## config.mk

```make
export PLATFORM = sky130hd
export DESIGN_NAME = cordic_result_fifo_flat
export DESIGN_NICKNAME = d
export VERILOG_FILES = /design/src/rtl/cordic_result_fifo_if.sv /design/src/rtl/cordic_result_fifo.sv /design/src/flat_wrapper.sv
export SDC_FILE = /design/constraint.sdc
export NUM_CORES = 1
export LEC_CHECK = 0
export ABC_AREA = 0
export ABC_CLOCK_PERIOD_IN_PS = 10400
export BUFFER_PORTS_ARGS = -buffer_cell sky130_fd_sc_hd__buf_2
export CORE_ASPECT_RATIO = 0.7
export CORE_MARGIN = 1
export CORE_UTILIZATION = 45
export DETAILED_ROUTE_END_ITERATION = 16
export GPL_ROUTABILITY_DRIVEN = 0
export PLACE_DENSITY = 0.59
export SYNTH_ARGS = -nofsm -noshare
export SYNTH_HDL_FRONTEND = slang
export SYNTH_SLANG_ARGS = --single-unit
```

## constraint.sdc

```tcl
create_clock -name HCLK -period 10.4 [get_ports HCLK]
set_clock_uncertainty 0.2 [all_clocks]
set_input_delay 2.08 -clock HCLK [delete_from_list [all_inputs] [get_ports HCLK]]
set_output_delay 2.08 -clock HCLK [all_outputs]
set_load 0.01 [all_outputs]
```

## src/rtl/cordic_result_fifo_if.sv

```systemverilog
// Handshake bundle between the CORDIC result FIFO and the producer/consumer side.
// The master drives push/pop/clear; the slave (FIFO) drives data and status.
interface cordic_result_fifo_if #(
  parameter int unsigned DATA_WIDTH = 32,
  parameter int unsigned ADDR_WIDTH = 3
);
  logic                  clear;
  logic                  valid_out_interface;
  logic [DATA_WIDTH-1:0] out_interface;
  logic                  read_fifo_en;
  logic [DATA_WIDTH-1:0] out_fifo;
  logic                  empty;
  logic                  full;
  logic [ADDR_WIDTH:0]   level;
  logic                  overflow;

  modport master (
    output clear, valid_out_interface, out_interface, read_fifo_en,
    input  out_fifo, empty, full, level, overflow
  );

  modport slave (
    input  clear, valid_out_interface, out_interface, read_fifo_en,
    output out_fifo, empty, full, level, overflow
  );
endinterface

```

## src/rtl/cordic_result_fifo.sv

```systemverilog
// Circular FWFT buffer for CORDIC results feeding the AHB-Lite slave.
// Extra pointer MSB distinguishes full from empty; overflow is sticky until clear/reset.
module cordic_result_fifo #(
  parameter int unsigned DATA_WIDTH = 32,
  parameter int unsigned DEPTH      = 8,
  parameter int unsigned ADDR_WIDTH = 3
) (
  input logic                    HCLK,
  input logic                    HRESETn,
  cordic_result_fifo_if.slave    bus
);

  localparam int unsigned PTR_W = ADDR_WIDTH + 1;

  logic [DATA_WIDTH-1:0] mem [DEPTH];
  logic [PTR_W-1:0]      wr_ptr;
  logic [PTR_W-1:0]      rd_ptr;
  logic                  overflow_q;

  logic empty_c;
  logic full_c;
  logic pop_c;
  logic push_c;
  logic drop_c;

  // Status decode from registered pointers only
  assign empty_c = (wr_ptr == rd_ptr);
  assign full_c  = (wr_ptr[ADDR_WIDTH-1:0] == rd_ptr[ADDR_WIDTH-1:0]) &&
                   (wr_ptr[ADDR_WIDTH] != rd_ptr[ADDR_WIDTH]);

  // A pop frees a slot in the same edge, so a push into a full FIFO is allowed alongside it
  assign pop_c  = bus.read_fifo_en & ~empty_c;
  assign push_c = bus.valid_out_interface & (~full_c | pop_c);
  assign drop_c = bus.valid_out_interface & full_c & ~pop_c;

  always_ff @(posedge HCLK or negedge HRESETn) begin
    if (!HRESETn) begin
      wr_ptr     <= '0;
      rd_ptr     <= '0;
      overflow_q <= 1'b0;
    end else if (bus.clear) begin
      wr_ptr     <= '0;
      rd_ptr     <= '0;
      overflow_q <= 1'b0;
    end else begin
      if (push_c) wr_ptr <= wr_ptr + PTR_W'(1);
      if (pop_c)  rd_ptr <= rd_ptr + PTR_W'(1);
      if (drop_c) overflow_q <= 1'b1;
    end
  end

  // Storage is not reset; validity is tracked by the pointers
  always_ff @(posedge HCLK) begin
    if (push_c && !bus.clear) mem[wr_ptr[ADDR_WIDTH-1:0]] <= bus.out_interface;
  end

  assign bus.out_fifo = empty_c ? '0 : mem[rd_ptr[ADDR_WIDTH-1:0]];
  assign bus.empty    = empty_c;
  assign bus.full     = full_c;
  assign bus.level    = wr_ptr - rd_ptr;
  assign bus.overflow = overflow_q;

endmodule

```

## src/flat_wrapper.sv

```systemverilog
// flat-port wrapper written by rule: the top's interface ports become plain ports
module cordic_result_fifo_flat 
#(
  parameter int unsigned DATA_WIDTH = 32,
  parameter int unsigned DEPTH      = 8,
  parameter int unsigned ADDR_WIDTH = 3
)
  (HCLK, HRESETn, bus_clear, bus_valid_out_interface, bus_out_interface, bus_read_fifo_en, bus_out_fifo, bus_empty, bus_full, bus_level, bus_overflow);
  cordic_result_fifo_if #(.DATA_WIDTH(DATA_WIDTH), .ADDR_WIDTH(ADDR_WIDTH)) bus_i ();
  input logic HCLK;
  input logic HRESETn;
  input wire logic [$bits(bus_i.clear)-1:0] bus_clear;
  input wire logic [$bits(bus_i.valid_out_interface)-1:0] bus_valid_out_interface;
  input wire logic [$bits(bus_i.out_interface)-1:0] bus_out_interface;
  input wire logic [$bits(bus_i.read_fifo_en)-1:0] bus_read_fifo_en;
  output wire logic [$bits(bus_i.out_fifo)-1:0] bus_out_fifo;
  output wire logic [$bits(bus_i.empty)-1:0] bus_empty;
  output wire logic [$bits(bus_i.full)-1:0] bus_full;
  output wire logic [$bits(bus_i.level)-1:0] bus_level;
  output wire logic [$bits(bus_i.overflow)-1:0] bus_overflow;
  assign bus_i.clear = bus_clear;
  assign bus_i.valid_out_interface = bus_valid_out_interface;
  assign bus_i.out_interface = bus_out_interface;
  assign bus_i.read_fifo_en = bus_read_fifo_en;
  assign bus_out_fifo = bus_i.out_fifo;
  assign bus_empty = bus_i.empty;
  assign bus_full = bus_i.full;
  assign bus_level = bus_i.level;
  assign bus_overflow = bus_i.overflow;
  cordic_result_fifo #(.DATA_WIDTH(DATA_WIDTH), .DEPTH(DEPTH), .ADDR_WIDTH(ADDR_WIDTH)) u_core (.HCLK(HCLK), .HRESETn(HRESETn), .bus(bus_i));
endmodule
```

==> flow_summary.toml, run 1 <==
[sta]
hold_ws_ps = 340
period_minus_slack_ps = 5580
finalMaxSlewViolations = 0
setup_viol = 0
worst_slew_pin_slew_ps = 1010
tns_ps = 0
grt_setup_unrepaired = "no"
relSlewSlack_pct = 32.6
max_freq_mhz = 179
finalHoldViolCount = 0
finalCritPeriodShare_pct = 53.7

[setup_path]
worstSetupPathType = "reg2out"
crit_path_start = "u_core.rd_ptr[0]"
rrSetupSlack_ps = 7050
rr_endpoint = "u_core.mem[6][10]"
worstPathRequired_ps = 8120
end_kind = "output pin"
r2r_cells = 6
r2r-start = "u_core.rd_ptr[0]"
cp_max_fo = 32
arrival_ps = 3300
startpoint_type = "register"

[grt]
grt_pass1_wl_microns = 30200
grt_start_max_net_pins = 69
grt_pass1_vias = 5200
antenna_found_initial = 3
grt.total_usage_pct = 17.5
grt_overflow = 0

[die]
coreArea_sq_um = 22000
rows = 45
fp.dieArea_sq_um = 23400
io_pins = 76
start_util_pct = 46.5
die_h_microns = 128
fp.dieW_microns = 182

[yosys]
ys_warn_count = 0
syn_inst = 450
synth_nets = 493
synth-seq-area-share_pct = 77.3
syn_area_per_cell_sq_um = 22.8
synth_cell_types = 35
async_flop_share_pct = 3.40
ys.flop_type = "edfxtp_1"
synth_seq_cells = 265
synth_edf_count = 256
synth.cell_area_sq_um = 10200

[clocking]
cts_hold_buf = 0
clock_sinks = 265
clock_latency_ps = 510
cts_buffers = 26
cts_tree = "yes"
htreeDepth = 1
cts-root-buf = "clkbuf_16"
clock_path_buffers = 3
cts_setup_buffers = 0
cts_resized = 0
cts.clk_slew.worst_paths_ps = 60

[pwr]
pwr-share-clk_pct = 37.0
p_int_w = 0.00194
power_density_nw_per_um2 = 213
p_comb_share_pct = 15.0
switching_share_pct = 23.1
p_seq_share_pct = 48.0
switchingPower_w = 0.000582
vdd_ir_drop_max_mv = 0.142
power.leakage_nw = 3.90

[layout]
multiInputGateArea_sq_um = 2220
area_delta_synth_final_pct = 15.8
layout_commonest_cell = "edfxtp_1"
final_cell_mix = "256 x edfxtp_1, 75 x buf_2, 64 x mux4_2, 32 x a22o_1, 27 x clkbuf_16"
drive_gt1_share_pct = 35.8
n_fill_cell = 1691
nets = 584
final-seq-area_sq_um = 7920

[flow_run]
drv_cap = 0

[routing]
postRouteWirelength_microns = 19600
drt.antenna.violating_nets = 0
drcViolationCount = 0
drt_pass1_iterations = 5
wl_per_cell_microns = 22.6
vias_per_cell = 5.52
vias = 4789
drt_iter0_markers = 366

[outcome]
outcome = "finished clean"

[hold_path]
hold_path_end = "u_core.bus.overflow"
holdCritPathClass = "reg2reg"
min_delay_path_depth = 2
worstHoldStart = "u_core.bus.overflow"

[place]
hpwl_microns = 10700
place.port_buffers = 75
per-layer routing:
layer	global-route usage (%)	up-vias	wire, microns
met5	0	-	0
met4	4.45	0	385
li1	-	2089	-
met2	29.7	126	9640
met1	23.1	2540	8520
met3	3.95	34	1060
stage by stage:
step / cells / setup WS [ps] / total power [W] / cell area (sq um) / utilization (%)
floorplan: 450 / 5040 / 0.00150 / 10200 / -
global placement: 818 / 5410 / 0.00162 / 11000 / 49.9
detailed placement: 818 / 5310 / 0.00162 / 11000 / 49.9
CTS: 864 / 4740 / 0.00256 / 11900 / 53.9
global route: 864 / 4630 / 0.00263 / 11900 / 53.9
finish: 867 / 4820 / 0.00252 / 11900 / 53.9
cell families after synthesis:
logic type	count (synthesis)	share of synthesized area (%)
AOI/OAI and AO/OA	42	3.47
adders and majority gates	6	0.806
xor gates and xnor gates	8	0.757
DFF	265	77.3
and+or+nand+nor	34	1.77
buffers and inverters	29	1.67
muxes	66	14.3
power groups by stage:
stage / Clock [W] / Combinational, W / Sequential (W)
floorplan: 0 / 0.000287 / 0.00122
global placement: 0 / 0.000380 / 0.00124
detailed placement: 0 / 0.000386 / 0.00124
CTS: 0.000957 / 0.000387 / 0.00121
global route: 0.00100 / 0.000411 / 0.00122
finish: 0.000934 / 0.000378 / 0.00121
flip-flops by register name (all words and copies together) (netlist names):
| signal | cells |
|---|---|
| u_core.mem | 256 |
| u_core.rd_ptr | 4 |
| u_core.wr_ptr | 4 |
| u_core.bus.overflow | 1 |
synth_stat cells (all sizes together) (3+ instances only):
library cell	count	area, sq um
nor2	16	67.6
ha	5	62.6
xor2	4	35.0
dfrtp	9	225
a22o	32	280
xnor2	4	42.6
inv	7	26.3
clkbuf	7	26.3
a21oi	3	15.0
edfxtp	256	7690
nor3	5	30.0
or3	3	18.8
mux4	64	1440
buf	15	119
o21ai	3	15.0
nand3	3	20.0
worst max-delay path, stage by stage (launching register included):
cell and delay, ps:
dfrtp_4 810, ha_1 370, nand3_2 190, nor2_2 120
nor2_4 780, a22o_1 350, buf_2 150
final cells by class:
cell class | instances | share of cell area (%)
timing repair buffer | 85 | 3.80
inverter | 7 | 0.221
antenna | 3 | 0.0633
clock inverter | 13 | 1.36
sequential | 265 | 66.7
multi-input combinational | 156 | 18.7
tap | 305 | 3.22
clock buffer | 33 | 5.89
worst max path at each step:
stage                       end  slack (ps)  cells past startpoint
2_1_floorplan  u_core.mem[2][0]        5040                      3
3_3_place_gp   bus_out_fifo[22]        5410                      6
3_5_place_dp   bus_out_fifo[22]        5310                      6
4_1_cts        bus_out_fifo[22]        4740                      6
5_1_grt        bus_out_fifo[22]        4630                      6
6_report       bus_out_fifo[22]        4820                      6
(Power assumes the default switching activity.)
==> run 2, diff against run 1 <==
ABC_CLOCK_PERIOD_IN_PS = 5600   (was 10400)
clock period = 5.6 ns   (was 10.4 ns; I/O delays follow)
==> run 2 against run 1 <==
Effect of this change: sequential share of layout area about the same; worst hold slack got worse by 95 ps; register-to-register slack got worse by 5100 ps; sequential power increased by 86%; die area unchanged; worst setup slack got worse by 3800 ps; flip-flop and latch count unchanged; power increased by 85%; core utilization about the same; count of clock-buffer cells in the layout unchanged; highest routed layer unchanged.
==> flow_summary.toml, run 2 (synthesis gave the netlist of run 1 again) <==
[routing]
postRouteWirelength_microns = 19500
vias_per_cell = 5.48
drcViolationCount = 0
drt_pass1_iterations = 4
drt_iter0_markers = 356
vias = 4758
drt.antenna.violating_nets = 0
wl_per_cell_microns = 22.4

[clocking]
cts_hold_buf = 0
cts_tree = "yes"
cts-root-buf = "clkbuf_16"
cts_buffers = 26
clock_path_buffers = 3
clock_sinks = 265
clock_latency_ps = 520
cts_setup_buffers = 0
htreeDepth = 1
cts_resized = 0
cts.clk_slew.worst_paths_ps = 60

[grt]
antenna_found_initial = 3
grt.total_usage_pct = 17.6
grt_overflow = 0
grt_pass1_wl_microns = 30300
grt_start_max_net_pins = 69
grt_pass1_vias = 5074

[sta]
relSlewSlack_pct = 32.4
setup_viol = 0
tns_ps = 0
worst_slew_pin_slew_ps = 1010
finalMaxSlewViolations = 0
grt_setup_unrepaired = "no"
max_freq_mhz = 220
finalCritPeriodShare_pct = 81.0
layout_setup_ws_ps = 1060
finalHoldViolCount = 0
period_minus_slack_ps = 4540

[layout]
area_delta_synth_final_pct = 15.8
final_cell_mix = "256 x edfxtp_1, 75 x buf_2, 64 x mux4_2, 32 x a22o_1, 27 x clkbuf_16"
drive_gt1_share_pct = 35.7
layout_commonest_cell = "edfxtp_1"
nets = 584
stdcell_count = 869
n_fill_cell = 1698
largest_reg_flops = 256
postLayoutCoreUtil_pct = 53.9

[flow_run]
drv_cap = 0

[place]
place.port_buffers = 75
dp.cells = 818
hpwl_microns = 10900
pre_cts_slack_ps = 1500

[die]
fp.dieArea_sq_um = 23400
io_pins = 76
die_h_microns = 128
coreArea_sq_um = 22000
rows = 45
fp.dieW_microns = 182
start_util_pct = 46.5

[setup_path]
arrival_ps = 3220
worstPathRequired_ps = 4280
cp_max_fo = 32
end_kind = "output pin"
startpoint_type = "register"
worstSetupPathType = "reg2out"

[hold_path]
holdCritPathClass = "in2async"

[outcome]
outcome = "finished clean"

[pwr]
power.leakage_nw = 3.90
power_density_nw_per_um2 = 394
vdd_ir_drop_max_mv = 0.246
-- run 2: cell count changes in the layout (fill, tap and decap cells not counted) --
cell / delta
bufinv_16: -1
clkinv_1: +2
clkinv_8: +1
-- run 2: final cells by class --
cell class              count  area [sq um]  share of cell area (%)
well taps                 305           382                    3.22
inverters                   7          26.3                   0.222
multi-input cells         156          2220                    18.7
flip-flops and latches    265          7920                    66.8
diodes                      3          7.51                  0.0633
clock buffers              33           698                    5.89
repair buffers             85           450                    3.80
clock inverters            15           155                    1.31
-- run 2: final timing paths --
check / startpoint / endpoint / slack, ps / depth (start not counted)
min in group HCLK: u_core.bus.overflow / u_core.bus.overflow / 320 / 2
min reg2reg: u_core.bus.overflow / u_core.bus.overflow / 320 / 2
max in group asynchronous: HRESETn / u_core.rd_ptr[0] / 4740 / 1
min: HRESETn / u_core.rd_ptr[2] / 250 / 1
max: u_core.rd_ptr[0] / bus_out_fifo[1] / 1060 / 6
max reg2reg: u_core.rd_ptr[0] / u_core.mem[3][24] / 1980 / 6
-- run 2: metrics by stage --
| step | hold slack [ps] | total power (W) | instance area (sq um) |
|---|---|---|---|
| finish | 245 | 0.00467 | 11900 |
| global route | 231 | 0.00486 | 11800 |
| CTS | 225 | 0.00473 | 11800 |
| detailed placement | 314 | 0.00301 | 11000 |
| global placement | 277 | 0.00300 | 11000 |
| floorplan | 326 | 0.00279 | 10200 |
-- run 2: routing by layer --
layer  up-vias  part of all wire [%]  track usage, %
met5         -                     0               0
met4         0                   1.6            3.56
met3        30                   4.7            3.66
met2       100                    48            29.7
met1      2530                    45            23.9
li1       2098                     -               -
-- run 2: worst max-delay path, cell delays in order (launching register included) --
cell and delay, ps:
dfrtp_4 810, ha_1 360, nand3_2 170, nor2_2 110, nor2_4 740, a22o_1 320
buf_2 150
-- run 2: power by group --
part	leakage, nW	internal, W	switching (W)
Clock	0.412	0.00102	0.000702
Sequential	2.43	0.00221	0.0000436
Combinational	1.05	0.000340	0.000361
